**src/rtl/freq_div_pkg.sv**
```systemverilog
// rtl/freq_div_pkg.sv - shared types and constants for the programmable clock divider
package freq_div_pkg;

    typedef enum logic [1:0] {
        STOP  = 2'd0,
        RUN   = 2'd1,
        DRAIN = 2'd2
    } state_e;

    localparam int unsigned MIN_DIV = 2;

endpackage

```
**src/rtl/freq_div_core.sv**
```systemverilog
// rtl/freq_div_core.sv - period counter and 50%-duty clock shaping for a given ratio
module freq_div_core
    import freq_div_pkg::*;
#(
    parameter int unsigned WIDTH = 8
) (
    input  logic             clk_i,
    input  logic             rst_i,
    input  logic [WIDTH-1:0] ratio_i,
    input  logic             run_i,
    input  logic             load_i,
    output logic [WIDTH-1:0] cnt_o,
    output logic             wrap_o,
    output logic             clk_out_o
);

    logic [WIDTH-1:0] cnt_q;
    logic [WIDTH-1:0] cnt_d;
    logic [WIDTH-1:0] half;
    logic             pos_hi_q;
    logic             pos_hi_d;
    logic             neg_hi_q;

    assign half   = ratio_i >> 1;
    assign wrap_o = run_i && (cnt_q == ratio_i - WIDTH'(1));

    // pos_hi is registered from the next count so it lines up with cnt_q,
    // which makes clk_out rise on the very first cycle of each period.
    always_comb begin
        cnt_d = '0;
        if (load_i && run_i && !wrap_o) begin
            cnt_d = cnt_q + WIDTH'(1);
        end
        pos_hi_d = load_i && (cnt_d < half);
    end

    always_ff @(posedge clk_i or posedge rst_i) begin
        if (rst_i) begin
            cnt_q    <= '0;
            pos_hi_q <= 1'b0;
        end else begin
            cnt_q    <= cnt_d;
            pos_hi_q <= pos_hi_d;
        end
    end

    always_ff @(negedge clk_i or posedge rst_i) begin
        if (rst_i) begin
            neg_hi_q <= 1'b0;
        end else begin
            neg_hi_q <= pos_hi_q;
        end
    end

    // Odd ratios stretch the high phase by half a clk cycle via the negedge copy.
    assign clk_out_o = pos_hi_q | (ratio_i[0] & neg_hi_q);
    assign cnt_o     = cnt_q;

endmodule

```
**src/rtl/freq_div_ctrl.sv**
```systemverilog
// rtl/freq_div_ctrl.sv - run/stop sequencer and ratio handshake around the divider core
module freq_div_ctrl
    import freq_div_pkg::*;
#(
    parameter int unsigned WIDTH       = 8,
    parameter int unsigned DEFAULT_DIV = 3
) (
    input  logic             clk,
    input  logic             reset,
    input  logic             en,
    input  logic [WIDTH-1:0] div_val,
    input  logic             div_valid,
    output logic             div_ready,
    output logic             div_err,
    output logic [WIDTH-1:0] div_active,
    output logic             running,
    output logic             tick,
    output logic             clk_out
);

    state_e           state_q;
    state_e           state_d;
    logic [WIDTH-1:0] pend_q;
    logic [WIDTH-1:0] pend_d;
    logic             pend_valid_q;
    logic             pend_valid_d;
    logic [WIDTH-1:0] active_q;
    logic [WIDTH-1:0] active_d;
    logic             err_q;
    logic             err_d;
    logic             xfer;
    logic             wrap;
    logic [WIDTH-1:0] cnt;

    always_comb begin
        state_d      = state_q;
        pend_d       = pend_q;
        pend_valid_d = pend_valid_q;
        active_d     = active_q;
        err_d        = 1'b0;
        xfer         = div_valid && !pend_valid_q;

        case (state_q)
            STOP:    if (en) state_d = RUN;
            RUN:     if (!en) state_d = wrap ? STOP : DRAIN;
            DRAIN: begin
                if (en) begin
                    state_d = RUN;
                end else if (wrap) begin
                    state_d = STOP;
                end
            end
            default: state_d = STOP;
        endcase

        if (xfer) begin
            if (div_val < WIDTH'(MIN_DIV)) begin
                err_d = 1'b1;
            end else begin
                pend_d       = div_val;
                pend_valid_d = 1'b1;
            end
        end

        // A ratio only lands at a period boundary (or immediately when idle).
        if (pend_valid_q && (state_q == STOP || wrap)) begin
            active_d     = pend_q;
            pend_valid_d = 1'b0;
        end
    end

    always_ff @(posedge clk or posedge reset) begin
        if (reset) begin
            state_q      <= STOP;
            pend_q       <= '0;
            pend_valid_q <= 1'b0;
            active_q     <= WIDTH'(DEFAULT_DIV);
            err_q        <= 1'b0;
        end else begin
            state_q      <= state_d;
            pend_q       <= pend_d;
            pend_valid_q <= pend_valid_d;
            active_q     <= active_d;
            err_q        <= err_d;
        end
    end

    freq_div_core #(
        .WIDTH(WIDTH)
    ) u_core (
        .clk_i     (clk),
        .rst_i     (reset),
        .ratio_i   (active_q),
        .run_i     (state_q != STOP),
        .load_i    (state_d != STOP),
        .cnt_o     (cnt),
        .wrap_o    (wrap),
        .clk_out_o (clk_out)
    );

    assign div_ready  = ~pend_valid_q;
    assign div_err    = err_q;
    assign div_active = active_q;
    assign running    = (state_q != STOP);
    assign tick       = (state_q != STOP) && (cnt == '0) && (state_d != STOP);

endmodule

```
**config.mk**
```make
export PLATFORM = sky130hd
export DESIGN_NAME = freq_div_ctrl
export DESIGN_NICKNAME = d
export VERILOG_FILES = /design/src/rtl/freq_div_pkg.sv /design/src/rtl/freq_div_core.sv /design/src/rtl/freq_div_ctrl.sv
export SDC_FILE = /design/constraint.sdc
export NUM_CORES = 1
export LEC_CHECK = 0
export ABC_CLOCK_PERIOD_IN_PS = 4600
export BUFFER_PORTS_ARGS = -buffer_cell sky130_fd_sc_hd__buf_4
export CAP_MARGIN = 20
export CORE_MARGIN = 2
export CORE_UTILIZATION = 50
export CTS_CLUSTER_SIZE = 12
export DETAILED_ROUTE_END_ITERATION = 16
export PLACE_DENSITY = 0.7
export SETUP_SLACK_MARGIN = 0.5
export SLEW_MARGIN = 0
export SYNTH_ARGS = -nofsm -noshare
export SYNTH_HDL_FRONTEND = slang
export SYNTH_SLANG_ARGS = --single-unit
```
**constraint.sdc**
```tcl
create_clock -name clk -period 4.6 [get_ports clk]
set_clock_uncertainty 0.1 [all_clocks]
set_input_delay 0.23 -clock clk [delete_from_list [all_inputs] [get_ports clk]]
set_output_delay 0.23 -clock clk [all_outputs]
set_load 0.02 [all_outputs]
```
After elaboration in Yosys (flattened, before gate mapping)
Cells that the tools add are included.
- add/subtract/negate cells: 2
- multipliers: 0
- divide/modulo/power cells: 0
- order comparisons: 2
- equality and inequality tests: 4
- shift-type cells: 0
- mux-type cells: 12
- bitwise gates (word level): 4
- reduce and logical (&&, ||, !) cells: 18
- operators with widths (cell ; count):
    2-bit 2-to-1 mux ; 5
    8-bit by 1-bit adder with 8-bit output, second input constant ; 1
    8-bit == test ; 1
    1-bit logical AND ; 8
    8-bit zero test ; 1
    8-bit by 2-bit less-than comparator with 1-bit output, second input constant ; 1
    8-bit by 7-bit less-than comparator with 1-bit output ; 1
    8-bit 2-to-1 mux ; 1
    8-bit by 1-bit subtractor with 8-bit output, second input constant ; 1
    2-bit one-hot mux with 3 select lines ; 1
    2-bit nonzero test ; 3
    1-bit 2-to-1 mux ; 5
    2-bit AND reduction ; 2
    2-bit by 1-bit == test with 1-bit output, second input constant ; 1
    2-bit == test, second input constant ; 1
    1-bit zero test ; 2
    2-bit zero test ; 1
    2-bit by 1-bit inequality test with 1-bit output, second input constant ; 1
    1-bit NOT ; 2
    1-bit AND ; 1
    1-bit logical OR ; 1
    1-bit OR ; 1
- register bits: 30
- bits in latches: 0
- bits in writable memories: 0
- ROM bits: 0
- output and inout bits: 13
- word-level logic and storage cells: 50
- memories kept: 0

Depth between registers and ports, before layout
Gate-level depths: netlist (run 1).
- word-level depth: 12
- gate-level depth with buffers: 14
- mapped depth without buffers: 13

Hierarchy
Synthesis (run 1) repeated with hierarchy kept, for this count alone.
- cell total of the unflattened synthesis: 154
- area, all modules: 1701.6 um^2
- by module, submodules not included (module ; instances ; cells an instance ; area an instance (um^2) ; seq. area each (um^2)):
    freq_div_core ; 1 ; 97 ; 880.8 ; 250.2
    freq_div_ctrl ; 1 ; 57 ; 820.8 ; 503.0

==> results of run 1 <==
[power breakdown]
| part | internal (mW) | total (mW) | switching, mW |
|---|---|---|---|
| clock | 0.0734 | 0.166 | 0.0925 |
| sequential | 0.366 | 0.487 | 0.120 |
| combinational | 0.317 | 0.607 | 0.291 |
[worst reg2reg max path, cell delays in order, from the launching register on]
cell and delay, ns:
dfstp_2 0.61, inv_1 0.06, ha_1 0.30, xnor2_1 0.13, a311oi_1 0.32, o2111ai_2 0.22
o21ai_1 0.18, buf_4 0.20, nor2_1 0.09, ha_1 0.31, and4b_1 0.19, a2111oi_0 0.42
o21a_1 0.18, o311ai_0 0.14, mux2i_1 0.17
[kinds of logic after synthesis]
kind of cell             count (synthesis)  synth area share
AND/OR/NAND/NOR                         44             0.139
flip-flops                              30             0.439
AO/OA/AOI/OAI                           20             0.105
buffers and inverters                   19            0.0423
XOR/XNOR                                16            0.0898
multiplexers                            16             0.119
adder cells (fa/ha/maj)                  9            0.0657
[cells in the mapped netlist (all sizes together) (3+ instances only)]
cell type / count
dfrtp: 27
inv: 16
mux2: 14
nor2: 14
ha: 9
xor2: 8
nand2: 7
xnor2: 7
nand3: 4
nor3: 4
a21oi: 3
o21ai: 3
[cell type report]
class	count	area [sq um]
clock buffer	6	51.3
clock inverter	2	12.5
multi-input combinational	105	888
timing repair buffer	28	215
inverter	16	60.1
sequential	30	753
fill	297	1270
tap	46	57.6
[metal layers]
layer	part of all wire	global-route usage	wire, microns	vias up
met5	0	0	0	-
met4	0.018	0.0833	63	0
met3	0.040	0.0577	138	6
met2	0.50	0.315	1720	27
met1	0.44	0.257	1540	612
li1	-	-	-	606
[sequential cells by signal, summed over array words and instances (netlist names)]
name / flops
pend_valid_q: 1
state_q: 2
u_core.pos_hi_q: 1
u_core.neg_hi_q: 1
pend_q: 8
u_core.cnt_o: 8
div_err: 1
div_active: 8
[timing repair]
action / CTS / global route
hold buffers: 2 / 0
hold endpoints to repair: 28 / 0
resized for setup: 0 / 0
[through the flow]
stage,area (sq um),setup slack (ns)
after floorplan,1710,1.13
after global placement,1950,1.18
after detailed placement,1950,0.904
after CTS,2040,0.872
after global routing,2040,0.617
final,2040,0.895
[worst paths after layout]
path	end	slack (ns)	cells after the start	from
min reg2reg	div_err	0.40	1	pend_valid_q
min	pend_q[0]	0.03	2	div_val[0]
max reg2reg	u_core.pos_hi_q	0.89	14	div_active[0]
max	u_core.pos_hi_q	0.89	14	div_active[0]
min in group asynchronous	pend_q[3]	0.44	4	reset
max in group asynchronous	u_core.neg_hi_q	1.45	4	reset
[cell usage in the layout (no fill, tap or decap), drive strengths merged, types with 3 or more instances in the layout]
cell type  netlist  routed
clkbuf           2       6
nor3             4       4
xor2             8       8
nand2            7       7
a21oi            3       3
nor2            14      14
o21ai            3       3
nand3            4       4
xnor2            7       7
inv             16      16
buf              1      26
dfrtp           27      27
mux2            14      14
ha               9       9
==> run summary, run 1 <==
Status: complete, no violations
Overall power: 1.26 mW
Final net count: 207
Fin crit share: 0.805
H-tree depth: 2
First-pass GRT wire length: 6.07 mm
Clock tree buffer depth: 2
Area Growth Syn to Fin: 18.9%
Setup Viol. Count Final: 0
Most used flip-flop cell after synthesis: dfrtp_1
Largest net degree at the start of global routing: 31
Proportion of layout cells with a drive suffix above 1: 0.310
Placed insts: 223
Inserted Clock Buffers: 5
Cells after Synth: 154
Worst slew pin tran: 0.417 ns
Die area: 3910 sq um
Critical Path Fanout Max: 11
Cell family with most CP delay: compound AO/OA/AOI/OAI gates
RSZ-0062 raised after global routing: false
# DRC: 0
Crit path time final: 3.71 ns
Hold Slack: 0.0336 ns
Rel. slew slack: 0.715
Yosys reg bits: 30
Synth warnings: 0
Routability cong.: 0.821
Util after Layout: 0.616
Final Max Slew Viols: 0
DP Wirelength: 2.66 mm
LEAKAGE: 0.957 nW
Max-cap viol count: 0
Fmax: 270 MHz
Largest cells by area after synthesis: dfrtp_1 (39%), ha_1 (6.6%), mux2_4 (6.1%)
Mapped Area: 1710 sq um
Die height: 62.6 microns
CP Class: reg -> reg
Initial core utilization: 0.518
Drt total wl: 3.46 mm
Non-Filler Instances: 233
Vias in the first global route: 1298
Core Area: 3310 sq um
Root Driver: clkbuf_4
CTS tree: yes
Hold WC Path Type: in -> reg
# IOs: 25
Pwr per Cell Area: 618 nW/um^2
TritonRoute pass-1 iters: 4
Fin Setup TNS: 0 ns
Row count: 21
Setup bufs post-CTS: 0
Sequential share of the synthesized area: 0.439
Gr usage total: 0.199
DRT iter0 DRCs: 42
Remaining antenna violation count: 0
Input/output buffers: 24
Clock transition at path regs: 0.10 ns
Initial antenna violation count: 0
Arr. time, crit path: 3.86 ns
Clock sink count: 30
Final Hold Fails: 0
DR WL/cell: 14.8 microns
Die extent in x: 62.6 microns
Cell variety after synth: 49
Mapped Avg Cell Area: 11.1 sq um
Routed vias: 1251
Maximum VDD drop: 0.000394 V
Area leader, netlist: dfrtp_1
Clock latency on the worst-skew pair: 0.33 ns
Crit-path max cell delay: 0.61 ns
Worst Path Required: 4.76 ns
Crit. End Element: register
Asr flop ratio synth: 1.00
Top cell type's share of synthesized area: 0.394
Syn Nets: 175
CP dominant cell by count: ha_1
Worst path slowest cell: dfstp_2
CP Launch Type: register
Routed vias/inst: 5.37
Antenna cells: 0
EDFF count, synth: 0
Bufs and invs on worst path: 2
Critical path cell sequence: inv_1, ha_1, xnor2_1, a311oi_1, o2111ai_2, o21ai_1, buf_4, nor2_1, ha_1, and4b_1, a2111oi_0, o21a_1, o311ai_0, mux2i_1
GRT overflow: 0
Power figures use the tool's default switching activity.
==> run 2, diff against run 1 <==
ABC_CLOCK_PERIOD_IN_PS = 3070   (was 4600)
PLACE_DENSITY = 0.73   (was 0.7)
clock period = 3.07 ns   (was 4.6 ns; I/O delays follow)
==> run 2 against run 1 <==
Against the previous run:
- the flow now finishes with violations (setup timing)
- non-clock buffer count grew 44
- hold slack lost 0.031 ns
- fmax grew 17%
- wire length grew 47%
- sequential share of layout area shrank 7.8 points
- largest cell class unchanged
==> run summary, run 2 (synthesized netlist as in run 1, its figures left out) <==
# DRC: 0 (unchanged)
Failing checks: setup timing
CTS tree: yes (unchanged)
Proportion of layout cells with a drive suffix above 1: 0.463 (was 0.310)
Overall power: 2.54 mW (was 1.26 mW)
Hold path cells: 2 (unchanged)
Pint: 1.53 mW (was 756 uW)
Gr usage total: 0.269 (was 0.199)
Area occupied by multi-input gates: 1030 sq um (was 888 sq um)
H-tree depth: 2 (unchanged)
First-pass GRT wire length: 8.00 mm (was 6.07 mm)
Hold Crit Start: div_valid (was div_val[0])
Worst Path Required: 3.24 ns (was 4.76 ns)
Seq pwr share: 0.272 (was 0.386)
Routed vias/inst: 5.44 (was 5.37)
Arr. time, crit path: 3.34 ns (was 3.86 ns)
Reg2reg setup slack: -0.10 ns (was 0.89 ns)
Comb power frac: 0.628 (was 0.482)
Row count: 21 (unchanged)
Worst slew pin tran: 0.421 ns (was 0.417 ns)
Clock sink count: 30 (unchanged)
Vias in the first global route: 1671 (was 1298)
Inserted Clock Buffers: 5 (unchanged)
Input/output buffers: 24 (unchanged)
Worst Hold End: div_err (was pend_q[0])
Antenna cells: 0 (unchanged)
Non-Filler Instances: 277 (was 233)
Root Driver: clkbuf_4 (unchanged)
Worst flop-to-flop path endpoint: u_core.pos_hi_q (unchanged)
Clock tree buffer depth: 2 (unchanged)
Post-Place Worst Slack: -0.190 ns (was 0.904 ns)
LEAKAGE: 1.20 nW (was 0.957 nW)
Rel. slew slack: 0.719 (was 0.715)
Setup Viol. Count Final: 1 (was 0)
GRT overflow: 0 (unchanged)
Pwr per Cell Area: 981 nW/um^2 (was 618 nW/um^2)
Core Area: 3310 sq um (unchanged)
Final Max Slew Viols: 0 (unchanged)
DRT iter0 DRCs: 91 (was 42)
Die area: 3910 sq um (unchanged)
Sw frac: 0.398 (was 0.400)
Number of fillers in the final layout: 217 (was 297)
CP Launch Type: register (unchanged)
Util after Layout: 0.781 (was 0.616)
FF+latch area: 753 sq um (unchanged)
RSZ-0062 raised after global routing: true (was false)
Fmax: 315 MHz (was 270 MHz)
Largest net degree at the start of global routing: 30 (was 31)
Drt total wl: 5.08 mm (was 3.46 mm)
Sw power: 1.01 mW (was 504 uW)
Final Hold Fails: 0 (unchanged)
Setup slack after layout: -0.104 ns (was 0.895 ns)
Area Growth Syn to Fin: 50.9% (was 18.9%)
Hold WC Path Type: in -> reg (unchanged)
Routed vias: 1508 (was 1251)
Clock latency on the worst-skew pair: 0.35 ns (was 0.33 ns)
CP Class: reg -> reg (unchanged)
Clock power frac: 0.101 (was 0.132)
Die height: 62.6 microns (unchanged)
# IOs: 25 (unchanged)
Critical Path Fanout Max: 5 (was 11)
R2r startpoint: div_active[0] (unchanged)
Status: finished, violations left (was complete, no violations)
TritonRoute pass-1 iters: 4 (unchanged)
Routability cong.: 0.832 (was 0.821)
Maximum VDD drop: 0.000533 V (was 0.000394 V)
Fin crit share: 1.03 (was 0.805)
DP Wirelength: 3.03 mm (was 2.66 mm)
Most frequent cells in the layout: buf_4 (47), dfrtp_1 (27), inv_1 (14) (was dfrtp_1 (27), buf_4 (26), inv_1 (16))
Placed insts: 238 (was 223)
Remaining antenna violation count: 0 (unchanged)
Crit. End Element: register (unchanged)
Clock transition at path regs: 0.11 ns (was 0.10 ns)
Final net count: 251 (was 207)
Initial antenna violation count: 0 (unchanged)
Most common cell after layout, fill and taps aside: buf_4 (was dfrtp_1)
Die extent in x: 62.6 microns (unchanged)
R2r worst-path depth: 11 (was 14)
DR WL/cell: 18.3 microns (was 14.8 microns)
Crit path time final: 3.17 ns (was 3.71 ns)
Initial core utilization: 0.518 (unchanged)
Hold Slack: 0.00238 ns (was 0.0336 ns)
Max-cap viol count: 0 (unchanged)
==> run 2: cell count changes in the layout (fill, tap and decap cells not counted), sizes merged <==
cell	before	now
clkinvlp	1	0
buf	26	61
dlygate4sd3	2	11
clkbuf	6	7
==> run 2: worst max-delay path by stage <==
stage | end | slack, ns | from
final | u_core.pos_hi_q | -0.10 | div_active[0]
after CTS | u_core.pos_hi_q | -0.03 | div_active[1]
after global placement | u_core.pos_hi_q | -0.06 | div_active[0]
after global routing | u_core.pos_hi_q | -0.24 | div_active[0]
after detailed placement | u_core.pos_hi_q | -0.19 | div_active[1]
after floorplan | u_core.pos_hi_q | -0.17 | div_active[0]
==> run 2: power by group through the flow <==
stage	Clock (mW)	Sequential [mW]	Combinational (mW)
5_1_grt	0.277	0.705	1.69
6_report	0.255	0.689	1.59
4_1_cts	0.253	0.678	1.47
3_3_place_gp	0	0.669	1.09
2_1_floorplan	0	0.751	0.651
3_5_place_dp	0	0.683	1.13
==> run 2: stage by stage <==
stage          instance area (sq um)  setup TNS [ns]
3_3_place_gp                    2100         -0.0613
6_report                        2590          -0.104
4_1_cts                         2540         -0.0304
2_1_floorplan                   1750          -0.170
3_5_place_dp                    2100          -0.190
5_1_grt                         2590          -0.243
==> run 2: final cells by class <==
cell class	instances	share of cell area
clock inverters	1	0.00194
clock buffers	7	0.0213
multi-input cells	105	0.397
well taps	46	0.0223
repair buffers	72	0.243
inverters	16	0.0232
flip-flops and latches	30	0.291
==> run 2: routing by layer <==
metal / global-route usage / wire length [microns] / vias up
met4: 0.111 / 121 / 0
met3: 0.0631 / 264 / 14
met1: 0.286 / 2010 / 755
li1: - / - / 691
met5: 0 / 0 / -
met2: 0.505 / 2690 / 48
==> run 2: critical path, stage by stage (launching register included) <==
cell and delay [ns]:
dfstp_2 0.40, or4_4 0.60, a2111oi_4 0.36, nor3_4 0.10, o21ai_4 0.28, nor2_2 0.09
ha_1 0.31, and4b_1 0.19, a2111oi_2 0.21, o21a_1 0.18, o311ai_1 0.09, mux2i_1 0.17
==> run 2: repair_timing <==
item | in CTS | in global routing
setup endpoints to repair | 8 | 12
setup buffers | 17 | 3
endpoints found under the hold margin | 37 | 0
gates resized for setup | 26 | 4
pin swaps | 21 | 5
hold buffers | 11 | 0
==> run 3, diff against run 2 <==
BUFFER_PORTS_ARGS = -buffer_cell sky130_fd_sc_hd__buf_2   (was -buffer_cell sky130_fd_sc_hd__buf_4)
PLACE_DENSITY = 0.72   (was 0.73)
==> run 3 against run 2 <==
Against the previous run:
- the flow still finishes with violations (setup timing)
- total power down 12%
- critical path depth up 1
- first-iteration DRC count down 63%
- sequential cell count unchanged
- via count down 8.4%
- core utilization down 5.9 points
- hold slack better by 0.38 ns
- sequential power up 0.9%
- final cell count down 5.1%
- combinational power down 18%
- global-route usage down 4.2 points
- final area down 7.5%
- largest cell class unchanged
==> run summary, run 3 (synthesized netlist as in run 1, its figures left out) <==
Status: finished, violations left (unchanged)
Failing checks: setup timing (unchanged)
Post-Place Worst Slack: -0.251 ns (was -0.190 ns)
Hold WC Path Type: in -> async (was in -> reg)
Util after Layout: 0.722 (was 0.781)
Initial antenna violation count: 0 (unchanged)
Critical Path Fanout Max: 6 (was 5)
Worst slew pin tran: 0.465 ns (was 0.421 ns)
# DRC: 0 (unchanged)
Pint: 1.33 mW (was 1.53 mW)
Routed vias: 1382 (was 1508)
First-pass GRT wire length: 6.82 mm (was 8.00 mm)
DP Area: 2030 sq um (was 2100 sq um)
Routability cong.: 0.808 (was 0.832)
Crit. End Element: register (unchanged)
Arr. time, crit path: 3.27 ns (was 3.34 ns)
Proportion of layout cells with a drive suffix above 1: 0.415 (was 0.463)
DP Wirelength: 2.79 mm (was 3.03 mm)
Seq pwr share: 0.310 (was 0.272)
Antenna cells: 0 (unchanged)
Most common cell after layout, fill and taps aside: dfrtp_1 (was buf_4)
Non-Filler Instances: 263 (was 277)
CTS tree: yes (unchanged)
Inserted Clock Buffers: 5 (unchanged)
Max-cap viol count: 0 (unchanged)
R2r worst-path depth: 12 (was 11)
DRT iter0 DRCs: 34 (was 91)
Most frequent cells in the layout: dfrtp_1 (27), buf_2 (22), buf_4 (19) (was buf_4 (47), dfrtp_1 (27), inv_1 (14))
Final net count: 237 (was 251)
Drt total wl: 4.29 mm (was 5.08 mm)
Initial core utilization: 0.518 (unchanged)
Clock latency on the worst-skew pair: 0.33 ns (was 0.35 ns)
Crit path time final: 3.11 ns (was 3.17 ns)
CP Class: reg -> reg (unchanged)
Worst Path Required: 3.23 ns (was 3.24 ns)
# IOs: 25 (unchanged)
DR WL/cell: 16.3 microns (was 18.3 microns)
Clock tree buffer depth: 2 (unchanged)
Vias in the first global route: 1471 (was 1671)
Fin crit share: 1.01 (was 1.03)
R2r startpoint: u_core.cnt_o[5] (was div_active[0])
Pwr per Cell Area: 937 nW/um^2 (was 981 nW/um^2)
Core Area: 3310 sq um (unchanged)
RSZ-0062 raised after global routing: true (unchanged)
GRT overflow: 0 (unchanged)
LEAKAGE: 1.11 nW (was 1.20 nW)
Final Hold Fails: 0 (unchanged)
Input/output buffers: 24 (unchanged)
Worst flop-to-flop path endpoint: u_core.pos_hi_q (unchanged)
Sw power: 910 uW (was 1.01 mW)
Sw frac: 0.406 (was 0.398)
Die height: 62.6 microns (unchanged)
Setup slack after layout: -0.0427 ns (was -0.104 ns)
Rel. slew slack: 0.688 (was 0.719)
Remaining antenna violation count: 0 (unchanged)
Maximum VDD drop: 0.000596 V (was 0.000533 V)
Root Driver: clkbuf_4 (unchanged)
Comb power frac: 0.580 (was 0.628)
Fin Setup TNS: -0.0427 ns (was -0.104 ns)
Routed vias/inst: 5.25 (was 5.44)
Clock sink count: 30 (unchanged)
Row count: 21 (unchanged)
Final Max Slew Viols: 0 (unchanged)
Die area: 3910 sq um (unchanged)
CP Launch Type: register (unchanged)
Setup Viol. Count Final: 1 (unchanged)
Gr usage total: 0.227 (was 0.269)
Clock transition at path regs: 0.10 ns (was 0.11 ns)
Die extent in x: 62.6 microns (unchanged)
H-tree depth: 2 (unchanged)
Placed insts: 237 (was 238)
Area Growth Syn to Fin: 39.5% (was 50.9%)
Fmax: 321 MHz (was 315 MHz)
Largest net degree at the start of global routing: 30 (unchanged)
Fin area: 2390 sq um (was 2590 sq um)
TritonRoute pass-1 iters: 4 (unchanged)
Reg2reg setup slack: -0.04 ns (was -0.10 ns)
Clock power frac: 0.110 (was 0.101)
Number of fillers in the final layout: 237 (was 217)
-- run 3: cell types whose count changed in the layout (fill, tap and decap cells not counted), sizes merged --
cell         before  now
buf              61   46
dlygate4sd3      11   12
-- run 3: power by group through the flow --
| stage | Sequential (mW) | Combinational, mW | Clock, mW |
|---|---|---|---|
| after floorplan | 0.751 | 0.651 | 0 |
| after global placement | 0.681 | 1.03 | 0 |
| after detailed placement | 0.690 | 1.06 | 0 |
| after CTS | 0.687 | 1.22 | 0.250 |
| after global routing | 0.716 | 1.38 | 0.267 |
| final | 0.695 | 1.30 | 0.246 |
-- run 3: per-layer routing --
metal	part of all wire	track usage	vias to the layer above
li1	-	-	665
met1	0.40	0.251	682
met2	0.55	0.434	26
met3	0.032	0.0505	9
met4	0.018	0.0583	0
met5	0	0	-
-- run 3: worst max-delay path by stage --
stage                          startpoint               to  cells after the start
after global routing      u_core.cnt_o[5]  u_core.pos_hi_q                     12
after CTS                   div_active[0]  u_core.pos_hi_q                     13
final                     u_core.cnt_o[5]  u_core.pos_hi_q                     12
after global placement      div_active[0]  u_core.pos_hi_q                     12
after detailed placement    div_active[0]  u_core.pos_hi_q                     12
after floorplan             div_active[0]  u_core.pos_hi_q                     14
-- run 3: final cells by class --
| cell class | instances | area, sq um | area share |
|---|---|---|---|
| timing repair buffer | 58 | 438 | 0.183 |
| multi-input combinational | 105 | 1020 | 0.428 |
| inverter | 16 | 60.1 | 0.0251 |
| clock buffer | 7 | 55.1 | 0.0230 |
| sequential | 30 | 753 | 0.315 |
| tap | 46 | 57.6 | 0.0241 |
| clock inverter | 1 | 5.00 | 0.00209 |
-- run 3: metrics by stage --
step / total power [mW] / hold WS (ns)
2_1_floorplan: 1.40 / 0.120
3_3_place_gp: 1.71 / 0.181
3_5_place_dp: 1.75 / 0.182
4_1_cts: 2.16 / 0.380
5_1_grt: 2.36 / 0.412
6_report: 2.24 / 0.379
-- run 3: worst max-delay path: stages, from the launching register on --
cell       delay [ns]
dfrtp_1          0.45
or3b_2           0.50
nor4_4           0.32
nor3_2           0.08
buf_4            0.15
o21ai_4          0.27
nor2_4           0.07
ha_4             0.23
a21o_1           0.18
a2111oi_4        0.28
o21a_1           0.17
o311ai_1         0.10
mux2i_1          0.14
-- run 3: repair_timing --
item | 4_1_cts | 5_1_grt
setup buffers | 5 | 1
pin swaps | 14 | 8
setup endpoints to repair | 9 | 11
resized for setup | 14 | 6
gates cloned | 0 | 0
hold buffers | 12 | 0
endpoints found under the hold margin | 38 | 0
